==> config.mk <==
export PLATFORM = sky130hd
export DESIGN_NAME = des_apb_ctrl
export DESIGN_NICKNAME = d
export VERILOG_FILES = /design/src/rtl/des_apb_pkg.sv /design/src/rtl/des_key_seq.sv /design/src/rtl/des_apb_ctrl.sv
export SDC_FILE = /design/constraint.sdc
export NUM_CORES = 1
export LEC_CHECK = 0
export CAP_MARGIN = 20
export CORE_MARGIN = 10
export CORE_UTILIZATION = 30
export CTS_BUF_LIST = sky130_fd_sc_hd__clkbuf_4
export DETAILED_ROUTE_END_ITERATION = 7
export PLACE_DENSITY = 0.82
export RECOVER_POWER = 100
export SYNTH_ARGS = -nofsm -noshare
export SYNTH_HDL_FRONTEND = slang
export SYNTH_SLANG_ARGS = --single-unit
==> constraint.sdc <==
create_clock -name clk -period 2.47 [get_ports clk]
set_input_delay 0.494 -clock clk [delete_from_list [all_inputs] [get_ports clk]]
set_output_delay 0.494 -clock clk [all_outputs]
set_load 0.01 [all_outputs]
==> src/rtl/des_apb_pkg.sv <==
`default_nettype none
// ============================================================================
// Module      : des_apb_pkg
// Description : Shared types and constants for the 3DES APB slave controller:
//               command codes, register addresses and status bit offsets.
// Revision    : 1.0 - initial release
// ============================================================================
package des_apb_pkg;

    // Command codes presented to the datapath alongside cmd_valid
    typedef enum logic [2:0] {
        CMD_NONE  = 3'd0,
        CMD_ENC   = 3'd1,
        CMD_DEC   = 3'd2,
        CMD_KEY   = 3'd3,
        CMD_RESET = 3'd5,
        CMD_READ  = 3'd6
    } cmd_e;

    // APB word addresses
    localparam logic [2:0] c_addr_enc    = 3'd0;
    localparam logic [2:0] c_addr_dec    = 3'd1;
    localparam logic [2:0] c_addr_key    = 3'd2;
    localparam logic [2:0] c_addr_rst    = 3'd3;
    localparam logic [2:0] c_addr_data   = 3'd4;
    localparam logic [2:0] c_addr_incnt  = 3'd5;
    localparam logic [2:0] c_addr_outcnt = 3'd6;
    localparam logic [2:0] c_addr_stat   = 3'd7;

    // Status flag positions, counted upward from the top of the key_idx field
    localparam int c_stat_active_ofs = 0;
    localparam int c_stat_abort_ofs  = 1;
    localparam int c_stat_err_ofs    = 2;

endpackage
`default_nettype wire

==> src/rtl/des_key_seq.sv <==
`default_nettype none
// ============================================================================
// Module      : des_key_seq
// Description : Key-load sequencer. Tracks which key word is next, whether a
//               sequence is in progress, and aborts a stalled sequence after
//               KEY_TIMEOUT idle cycles.
// Revision    : 1.0 - initial release
// ============================================================================
module des_key_seq
    import des_apb_pkg::*;
#(
    parameter int KEY_WORDS   = 6,
    parameter int KEY_TIMEOUT = 255,
    parameter int IDX_W       = $clog2(KEY_WORDS)
) (
    input  logic             clk,
    input  logic             rst,
    input  logic             key_wr,
    input  logic             abort,
    output logic [IDX_W-1:0] key_idx,
    output logic             key_active,
    output logic             timeout_abort
);

    localparam int                 c_tmo_w    = $clog2(KEY_TIMEOUT + 1);
    localparam logic [IDX_W-1:0]   c_idx_last = IDX_W'(KEY_WORDS - 1);
    localparam logic [c_tmo_w-1:0] c_tmo_last = c_tmo_w'(KEY_TIMEOUT - 1);

    logic [IDX_W-1:0]   r_idx;
    logic               r_active;
    logic [c_tmo_w-1:0] r_tmo;
    logic               w_timeout;

    // The last allowed idle cycle; a key write in the same cycle takes priority
    assign w_timeout = r_active && !key_wr && !abort && (r_tmo == c_tmo_last);

    // Index, active flag and idle counter; r_idx is the index of the next key word
    always_ff @(posedge clk) begin
        if (rst) begin
            r_idx    <= '0;
            r_active <= 1'b0;
            r_tmo    <= '0;
        end else if (abort || w_timeout) begin
            r_idx    <= '0;
            r_active <= 1'b0;
            r_tmo    <= '0;
        end else if (key_wr) begin
            r_tmo <= '0;
            if (r_idx == c_idx_last) begin
                r_idx    <= '0;
                r_active <= 1'b0;
            end else begin
                r_idx    <= r_idx + 1'b1;
                r_active <= 1'b1;
            end
        end else if (r_active) begin
            r_tmo <= r_tmo + 1'b1;
        end
    end

    assign key_idx       = r_idx;
    assign key_active    = r_active;
    assign timeout_abort = w_timeout;

endmodule
`default_nettype wire

==> src/rtl/des_apb_ctrl.sv <==
`default_nettype none
// ============================================================================
// Module      : des_apb_ctrl
// Description : APB3 slave front end of the 3DES accelerator. Decodes bus
//               transfers into one-cycle datapath commands, pops the output
//               FIFO with one wait state, and keeps a sticky status register.
// Revision    : 1.0 - initial release
// ============================================================================
module des_apb_ctrl
    import des_apb_pkg::*;
#(
    parameter int DATA_W      = 32,
    parameter int IN_DEPTH    = 24,
    parameter int OUT_DEPTH   = 24,
    parameter int KEY_WORDS   = 6,
    parameter int KEY_TIMEOUT = 255,
    parameter int CNT_W       = $clog2(IN_DEPTH + 1)
) (
    input  logic                         clk,
    input  logic                         rst,
    input  logic                         PSEL,
    input  logic                         PENABLE,
    input  logic                         PWRITE,
    input  logic [2:0]                   PADDR,
    input  logic [DATA_W-1:0]            PWDATA,
    output logic [DATA_W-1:0]            PRDATA,
    output logic                         PREADY,
    output logic                         PSLVERR,
    input  logic [CNT_W-1:0]             in_cnt,
    input  logic [CNT_W-1:0]             out_cnt,
    input  logic [DATA_W-1:0]            out_data,
    output cmd_e                         cmd,
    output logic                         cmd_valid,
    output logic [$clog2(KEY_WORDS)-1:0] key_idx,
    output logic [DATA_W-1:0]            wr_data,
    output logic                         out_pop
);

    localparam int c_ki_w = $clog2(KEY_WORDS);

    localparam logic [1:0] c_st_idle    = 2'd0;
    localparam logic [1:0] c_st_access  = 2'd1;
    localparam logic [1:0] c_st_rd_wait = 2'd2;

    logic [1:0]        r_state;
    logic [1:0]        w_state_nxt;
    logic              r_err;
    logic              r_key_abort;
    logic              w_key_wr;
    logic              w_key_clr;
    logic              w_err_set;
    logic              w_stat_wr;
    logic              w_timeout_abort;
    logic              w_key_active;
    logic [c_ki_w-1:0] w_key_idx;
    logic              w_in_full;
    logic [DATA_W-1:0] w_status;

    des_key_seq #(
        .KEY_WORDS   (KEY_WORDS),
        .KEY_TIMEOUT (KEY_TIMEOUT),
        .IDX_W       (c_ki_w)
    ) u_key_seq (
        .clk           (clk),
        .rst           (rst),
        .key_wr        (w_key_wr),
        .abort         (w_key_clr),
        .key_idx       (w_key_idx),
        .key_active    (w_key_active),
        .timeout_abort (w_timeout_abort)
    );

    assign key_idx   = w_key_idx;
    assign w_in_full = (in_cnt == CNT_W'(IN_DEPTH));

    // Status word: key_idx in the LSBs with the flags stacked directly above it
    always_comb begin
        w_status                               = '0;
        w_status[c_ki_w-1:0]                   = w_key_idx;
        w_status[c_ki_w + c_stat_active_ofs]   = w_key_active;
        w_status[c_ki_w + c_stat_abort_ofs]    = r_key_abort;
        w_status[c_ki_w + c_stat_err_ofs]      = r_err;
    end

    // Bus state register
    always_ff @(posedge clk) begin
        if (rst) begin
            r_state <= c_st_idle;
        end else begin
            r_state <= w_state_nxt;
        end
    end

    // Transfer decode; everything is held low while rst is asserted so a
    // transfer in flight is dropped without a completion
    always_comb begin
        w_state_nxt = r_state;
        PREADY      = 1'b0;
        PRDATA      = '0;
        cmd         = CMD_NONE;
        cmd_valid   = 1'b0;
        out_pop     = 1'b0;
        w_key_wr    = 1'b0;
        w_key_clr   = 1'b0;
        w_err_set   = 1'b0;
        w_stat_wr   = 1'b0;
        if (!rst) begin
            case (r_state)
                c_st_idle: begin
                    if (PSEL && !PENABLE) w_state_nxt = c_st_access;
                end
                c_st_access: begin
                    if (!PSEL) begin
                        w_state_nxt = c_st_idle;
                    end else if (PENABLE) begin
                        w_state_nxt = c_st_idle;
                        PREADY      = 1'b1;
                        if (PWRITE) begin
                            case (PADDR)
                                c_addr_enc, c_addr_dec: begin
                                    if (w_in_full || w_key_active) begin
                                        w_err_set = 1'b1;
                                    end else begin
                                        cmd_valid = 1'b1;
                                        cmd       = (PADDR == c_addr_enc) ? CMD_ENC : CMD_DEC;
                                    end
                                end
                                c_addr_key: begin
                                    cmd_valid = 1'b1;
                                    cmd       = CMD_KEY;
                                    w_key_wr  = 1'b1;
                                end
                                c_addr_rst: begin
                                    cmd_valid = 1'b1;
                                    cmd       = CMD_RESET;
                                    w_key_clr = 1'b1;
                                end
                                c_addr_stat: w_stat_wr = 1'b1;
                                default:     w_err_set = 1'b1;
                            endcase
                        end else begin
                            case (PADDR)
                                c_addr_data: begin
                                    if (out_cnt == '0) begin
                                        w_err_set = 1'b1;
                                    end else begin
                                        // Head word arrives one cycle after the pop
                                        PREADY      = 1'b0;
                                        out_pop     = 1'b1;
                                        cmd         = CMD_READ;
                                        w_state_nxt = c_st_rd_wait;
                                    end
                                end
                                c_addr_incnt:  PRDATA = DATA_W'(in_cnt);
                                c_addr_outcnt: PRDATA = DATA_W'(out_cnt);
                                c_addr_stat:   PRDATA = w_status;
                                default:       w_err_set = 1'b1;
                            endcase
                        end
                    end
                end
                c_st_rd_wait: begin
                    PREADY      = 1'b1;
                    PRDATA      = out_data;
                    w_state_nxt = c_st_idle;
                end
                default: w_state_nxt = c_st_idle;
            endcase
        end
        PSLVERR = w_err_set;
        wr_data = cmd_valid ? PWDATA : '0;
    end

    // Sticky flags; a new event outranks a simultaneous write-1-to-clear
    always_ff @(posedge clk) begin
        if (rst) begin
            r_err       <= 1'b0;
            r_key_abort <= 1'b0;
        end else begin
            if (w_err_set) begin
                r_err <= 1'b1;
            end else if (w_stat_wr && PWDATA[c_ki_w + c_stat_err_ofs]) begin
                r_err <= 1'b0;
            end
            if (w_timeout_abort) begin
                r_key_abort <= 1'b1;
            end else if (w_stat_wr && PWDATA[c_ki_w + c_stat_abort_ofs]) begin
                r_key_abort <= 1'b0;
            end
        end
    end

    // An output occupancy above capacity means the FIFO bookkeeping is corrupt
    always_ff @(posedge clk) begin
        if (!rst) begin
            assert (int'(out_cnt) <= OUT_DEPTH);
        end
    end

endmodule
`default_nettype wire

; After elaboration in Yosys (flattened, before gate mapping)
; Cells that the tools add are included.
[classes]
muxes = 77
addsub = 2
n_reduce_logical = 23
n_eq_ne = 14
[ops]
columns = cell, n
row1 = two-way mux 32 bit, 2
row2 = one-hot mux 32 bit (2 select lines), 1
row3 = two-way mux 1 bit, 48
row4 = two-way mux 3 bit, 8
row5 = two-way mux 6 bit, 3
row6 = one-hot mux 6 bit (3 select lines), 1
row7 = two-way mux 2 bit, 8
row8 = == test 3 bit (second input constant), 5
row9 = one-hot mux 3 bit (3 select lines), 1
row10 = OR reduction 3 bit, 3
row11 = adder 8 x 1 -> 8 bit (second input constant), 1
row12 = == test 8 bit (second input constant), 1
row13 = one-hot mux 1 bit (2 select lines), 4
row14 = == test 3 x 2 -> 1 bit (second input constant), 2
row15 = logical AND 1 bit, 6
row16 = OR reduction 2 bit, 3
row17 = == test 5 bit (second input constant), 1
row18 = logical NOT 5 bit, 1
row19 = one-hot mux 2 bit (2 select lines), 1
row20 = nonzero test 2 bit, 2
row21 = adder 3 x 1 -> 3 bit (second input constant), 1
row22 = == test 3 x 1 -> 1 bit (second input constant), 1
row23 = logical NOT 1 bit, 3
row24 = logical NOT 3 bit, 1
row25 = other kinds (7), 8
[word_totals]
ff_bits = 16
out_inout_bits = 74

; Longest topological paths before layout
; Gate-level depths: netlist of run 1.
[depth]
word_depth = 13
ltp_mapped = 8
ltp_nobuf = 6

; Cells and area by module
; Synthesis of run 1 repeated with hierarchy kept, for this count alone.
[hier_totals]
cells_unflattened = 221
hier_area_um2 = 1651.6
[modules_own_cells]
columns = mod, cells_each, area_each_um2, instances, seq_area_each_um2
row1 = des_apb_ctrl, 153, 1019.7, 1, 80.1
row2 = des_key_seq, 68, 631.9, 1, 240.2

; Worst setup path before layout of run 1
; No wires, ideal clock.
[synth_timing]
path_kind = input-to-output
start = in PADDR[1]
end = out PRDATA[2]
path_buffers = 2
arrival_time_ps = 1654
setup_slack_ps = 322
stages = 5
cell_sequence = buf_2 > clkbuf_1 > mux2_2 > a22o_1 > a22o_1
[synth_via]
elab_chain_cells = 7
elab_cells_between_ends = 9
cone_classes = eq/ne (3) / mux (6)
[synth_rtl]
columns = element, line_no
row1 = from (decl), des_apb_ctrl.sv:24  ; input logic [2:0] PADDR,
row2 = == test 3 bit, des_apb_ctrl.sv:142  ; case (PADDR)
row3 = one-hot mux 6 bit (3 select lines) (*), des_apb_ctrl.sv:142
row4 = two-way mux 6 bit (*), des_apb_ctrl.sv:118  ; if (PWRITE) begin
row5 = two-way mux 6 bit (*), des_apb_ctrl.sv:115  ; end else if (PENABLE) begin
row6 = two-way mux 6 bit (*), des_apb_ctrl.sv:113  ; if (!PSEL) begin
row7 = one-hot mux 32 bit (2 select lines) (*), des_apb_ctrl.sv:108  ; case (r_state)
row8 = two-way mux 32 bit (*), des_apb_ctrl.sv:107  ; if (!rst) begin
row9 = to (decl), des_apb_ctrl.sv:26  ; output logic [DATA_W-1:0] PRDATA,
; Mark *: on every way between the ends. The rest lies on a longest branch, timed or not.

; Worst setup path after layout of run 1
[layout_timing]
start = in out_cnt[0]
end = out PREADY
[layout_via]
elab_chain_cells = 8
[layout_rtl]
columns = element, line_no
row1 = from (decl), des_apb_ctrl.sv:30  ; input logic [CNT_W-1:0] out_cnt,
row2 = logical NOT 5 bit, des_apb_ctrl.sv:144  ; if (out_cnt == '0) begin
row3 = two-way mux 1 bit, des_apb_ctrl.sv:144
row4 = two-way mux 1 bit, des_apb_ctrl.sv:142
row5 = two-way mux 1 bit, des_apb_ctrl.sv:118
row6 = two-way mux 1 bit, des_apb_ctrl.sv:115
row7 = two-way mux 1 bit, des_apb_ctrl.sv:113
row8 = one-hot mux 1 bit (2 select lines), des_apb_ctrl.sv:108
row9 = two-way mux 1 bit, des_apb_ctrl.sv:107
row10 = to (decl), des_apb_ctrl.sv:27  ; output logic PREADY,
; No other way between the ends.

==> flow_summary.ini, run 1 <==
[run_status]
status = complete, no violations

[place]
pre_cts_slack_ns = -0.775
hpwl_um = 6950
gp_congestion = 0.846
dp.cells = 444
placed_area_mm2 = 0.00331
io_buffers = 155

[clock_network]
cts.sinks = 16
cts_tree = yes
root_buffer = clkbuf_4
clk_transition_reported_paths_ns = 0.09
clockBufferDepth = 2
ctsHoldBuffers = 0
cts_buffers = 3
worst_skew_pair.late_latency_ns = 0.29
h-tree-depth = 1

[synth]
async_flop_share_pct = 0
synth.area.top_cells = and2_1 (23%), dfxtp_1 (21%), a22o_1 (5.6%), ha_1 (4.0%), nor2_1 (3.9%)
syn-instance-count = 208
synth_area_mm2 = 0.00155
synth_top_area_share_pct = 23.3
avgSynthCellArea_um2 = 7.47
synth_seq_cells = 16
synth_cell_types = 44
syn_nets = 295
synth_warnings = 0
synth_largest_area_cell = and2_1
synthFlopType = dfxtp_1
synth_edf_count = 0
synth_seq_area_share_pct = 20.6

[cells_and_area]
layout_commonest_cell = clkdlybuf4s50_1
drive_gt1_share_pct = 39.3
insertedDiodeCount = 0
fill_cells = 437
fin_nets = 493
area_growth_pct = 124
utilization_pct = 68.6
final_area_mm2 = 0.00348
mostFrequentLayoutCells = clkdlybuf4s50_1 (69), and2_1 (51), buf_2 (37)
instances_no_fill = 475

[worst_setup_path]
reg2reg_depth = 8
crit_slowest_cell = or4_4
cp_top_family = buffers and inverters
crit_buf_inv = 3
crit_chain = dlygate4sd2_1, or4_4, o2111a_1, buf_4, o22ai_2, buf_2
path_depth = 6
cp-start-kind = input port
slowest_delay_ns = 0.55
cp.arrival_ns = 1.96
r2r-end = u_key_seq.r_tmo[1]$_SDFFE_PP0P_
ff2ff_setup_slack_ns = 0.47
cp_max_fo = 2
setup.worst_path.class = input port to output port
required_ns = 1.98
reg2reg_from = r_state[1]$_SDFFE_PP0P_
critPathCaptureType = output port

[sta]
fmax_mhz = 408
setup_viol = 0
rsz0062_at_grt = yes
slew_headroom_pct = 77.8
worst_slack_ns = 0.0173
hold_viol_final = 0
clock_skew_ns = 0.00127
drv_slew = 0
min_period_over_period_pct = 99.3
timing.setup.tns_ns = 0
post-route-min-period_ns = 2.45
tightest_slew_ns = 0.330
timing.hold.ws_ns = 0.527

[min_path]
hold_depth = 2
hold_start = r_key_abort$_SDFFE_PP0P_
hold_class = flip-flop to flip-flop
whs_endpoint = r_key_abort$_SDFFE_PP0P_

[flow_run]
cap_viol_max_count = 0

[power]
power_frac_clock_pct = 22.4
ir_drop_mv = 0.187
switching_share_pct = 25.3
finalPower_mw = 0.644
power_density_mw_per_mm2 = 185
intPower_mw = 0.481
pwr-share-seq_pct = 40.7
pwr-share-comb_pct = 36.9
power.static_leakage_nw = 1.72
power_switching_mw = 0.163

[route]
post_drt_via_cell_ratio = 4.73
ant_nets = 0
avgRoutedWirePerCell_um = 19.2
wl_um = 9140
vias = 2247
drt_pass1_iterations = 4
drc = 0
first_iter_violations = 46

[global_routing]
grt_max_degree = 17
overflow = 0
track_usage_pct = 19.4
grt_pass1_vias = 2325
grt_pass1_wl_um = 13400
antenna_found_initial = 0

[floorplanning]
initial_core_util_pct = 30.6
core_area_mm2 = 0.00507
die_w_um = 92.0
rows = 26
ios = 156
die_height_um = 92.0
dieArea_mm2 = 0.00846
## cell usage after synthesis (3+ instances only)
library cell and n:
a21oi_1 6, nand2_1 14, nor2b_1 5, clkbuf_1 6
xnor2_1 4, nand3b_1 3, and2_1 58, nor3_1 4
xor2_1 4, nand4_1 3, inv_1 6, a22o_1 10
nand3_1 9, ha_1 5, nor2_1 16, dfxtp_1 16
mux2_2 5
## power by group through the flow
stage	Sequential, mW	Combinational, mW	Clock (mW)
floorplan	0.267	0.0504	0
global placement	0.266	0.207	0
detailed placement	0.267	0.210	0
CTS	0.261	0.220	0.149
global route	0.262	0.252	0.161
finish	0.262	0.238	0.144
## state kept, by name, indices dropped and copies added (netlist names)
register,flops
u_key_seq.key_active,1
r_err,1
u_key_seq.key_idx,3
r_state,2
r_key_abort,1
u_key_seq.r_tmo,8
## routing by layer
metal	wire length [um]	GRT usage, %
met5	0	0
met3	655	5.54
met1	3500	19.8
met2	4820	38.5
met4	163	3.08
## how the worst max path moves through the flow
stage                       startpoint     endpoint
2_1_floorplan                 PADDR[1]    PRDATA[2]
3_3_place_gp                 in_cnt[2]      PSLVERR
3_5_place_dp                 in_cnt[3]  wr_data[14]
4_1_cts        r_state[1]$_SDFFE_PP0P_   PRDATA[27]
5_1_grt        r_state[0]$_SDFFE_PP0P_   PRDATA[14]
6_report                    out_cnt[0]       PREADY
## cell type report
class                           instances  area [um2]  area share (%)
Inverter                                6        22.5           0.647
Timing Repair Buffer                  203        1700            48.7
Clock inverter                          1        3.75           0.108
Clock buffer                            3        22.5           0.647
Tap cell                               70        87.6            2.51
Multi-Input combinational cell        176        1330            38.1
Sequential cell                        16         323            9.27
## cell families (layout without fill, tap and decap cells)
| kind of cell | count (synthesis) | after routing | synth area share (%) |
|---|---|---|---|
| muxes | 6 | 6 | 4.27 |
| xor gates and xnor gates | 8 | 8 | 4.51 |
| DFF | 16 | 16 | 20.6 |
| AOI/OAI and AO/OA | 30 | 34 | 14.9 |
| buffers and inverters | 20 | 213 | 6.60 |
| and+or+nand+nor | 123 | 123 | 45.1 |
| adders and majority gates | 5 | 5 | 4.03 |
## worst min-delay path: stages (launching register included)
cell,delay [ns]
dfxtp_1,0.35
a22oi_1,0.07
nor2_1,0.08
## repair_timing
| action | CTS | global route |
|---|---|---|
| setup buffers | 13 | 6 |
| cloned | 5 | 3 |
| resized for setup | 248 | 86 |
| pin swaps | 9 | 7 |
| setup endpoints to repair | 71 | 58 |
| hold endpoints to repair | 0 | 0 |
(Power assumes the default switching activity.)
==> run 2, diff against run 1 <==
ABC_AREA = 0   (was not set)
==> results of run 2 <==
The final DEF is identical to that of run 1; final timing and power are the same.
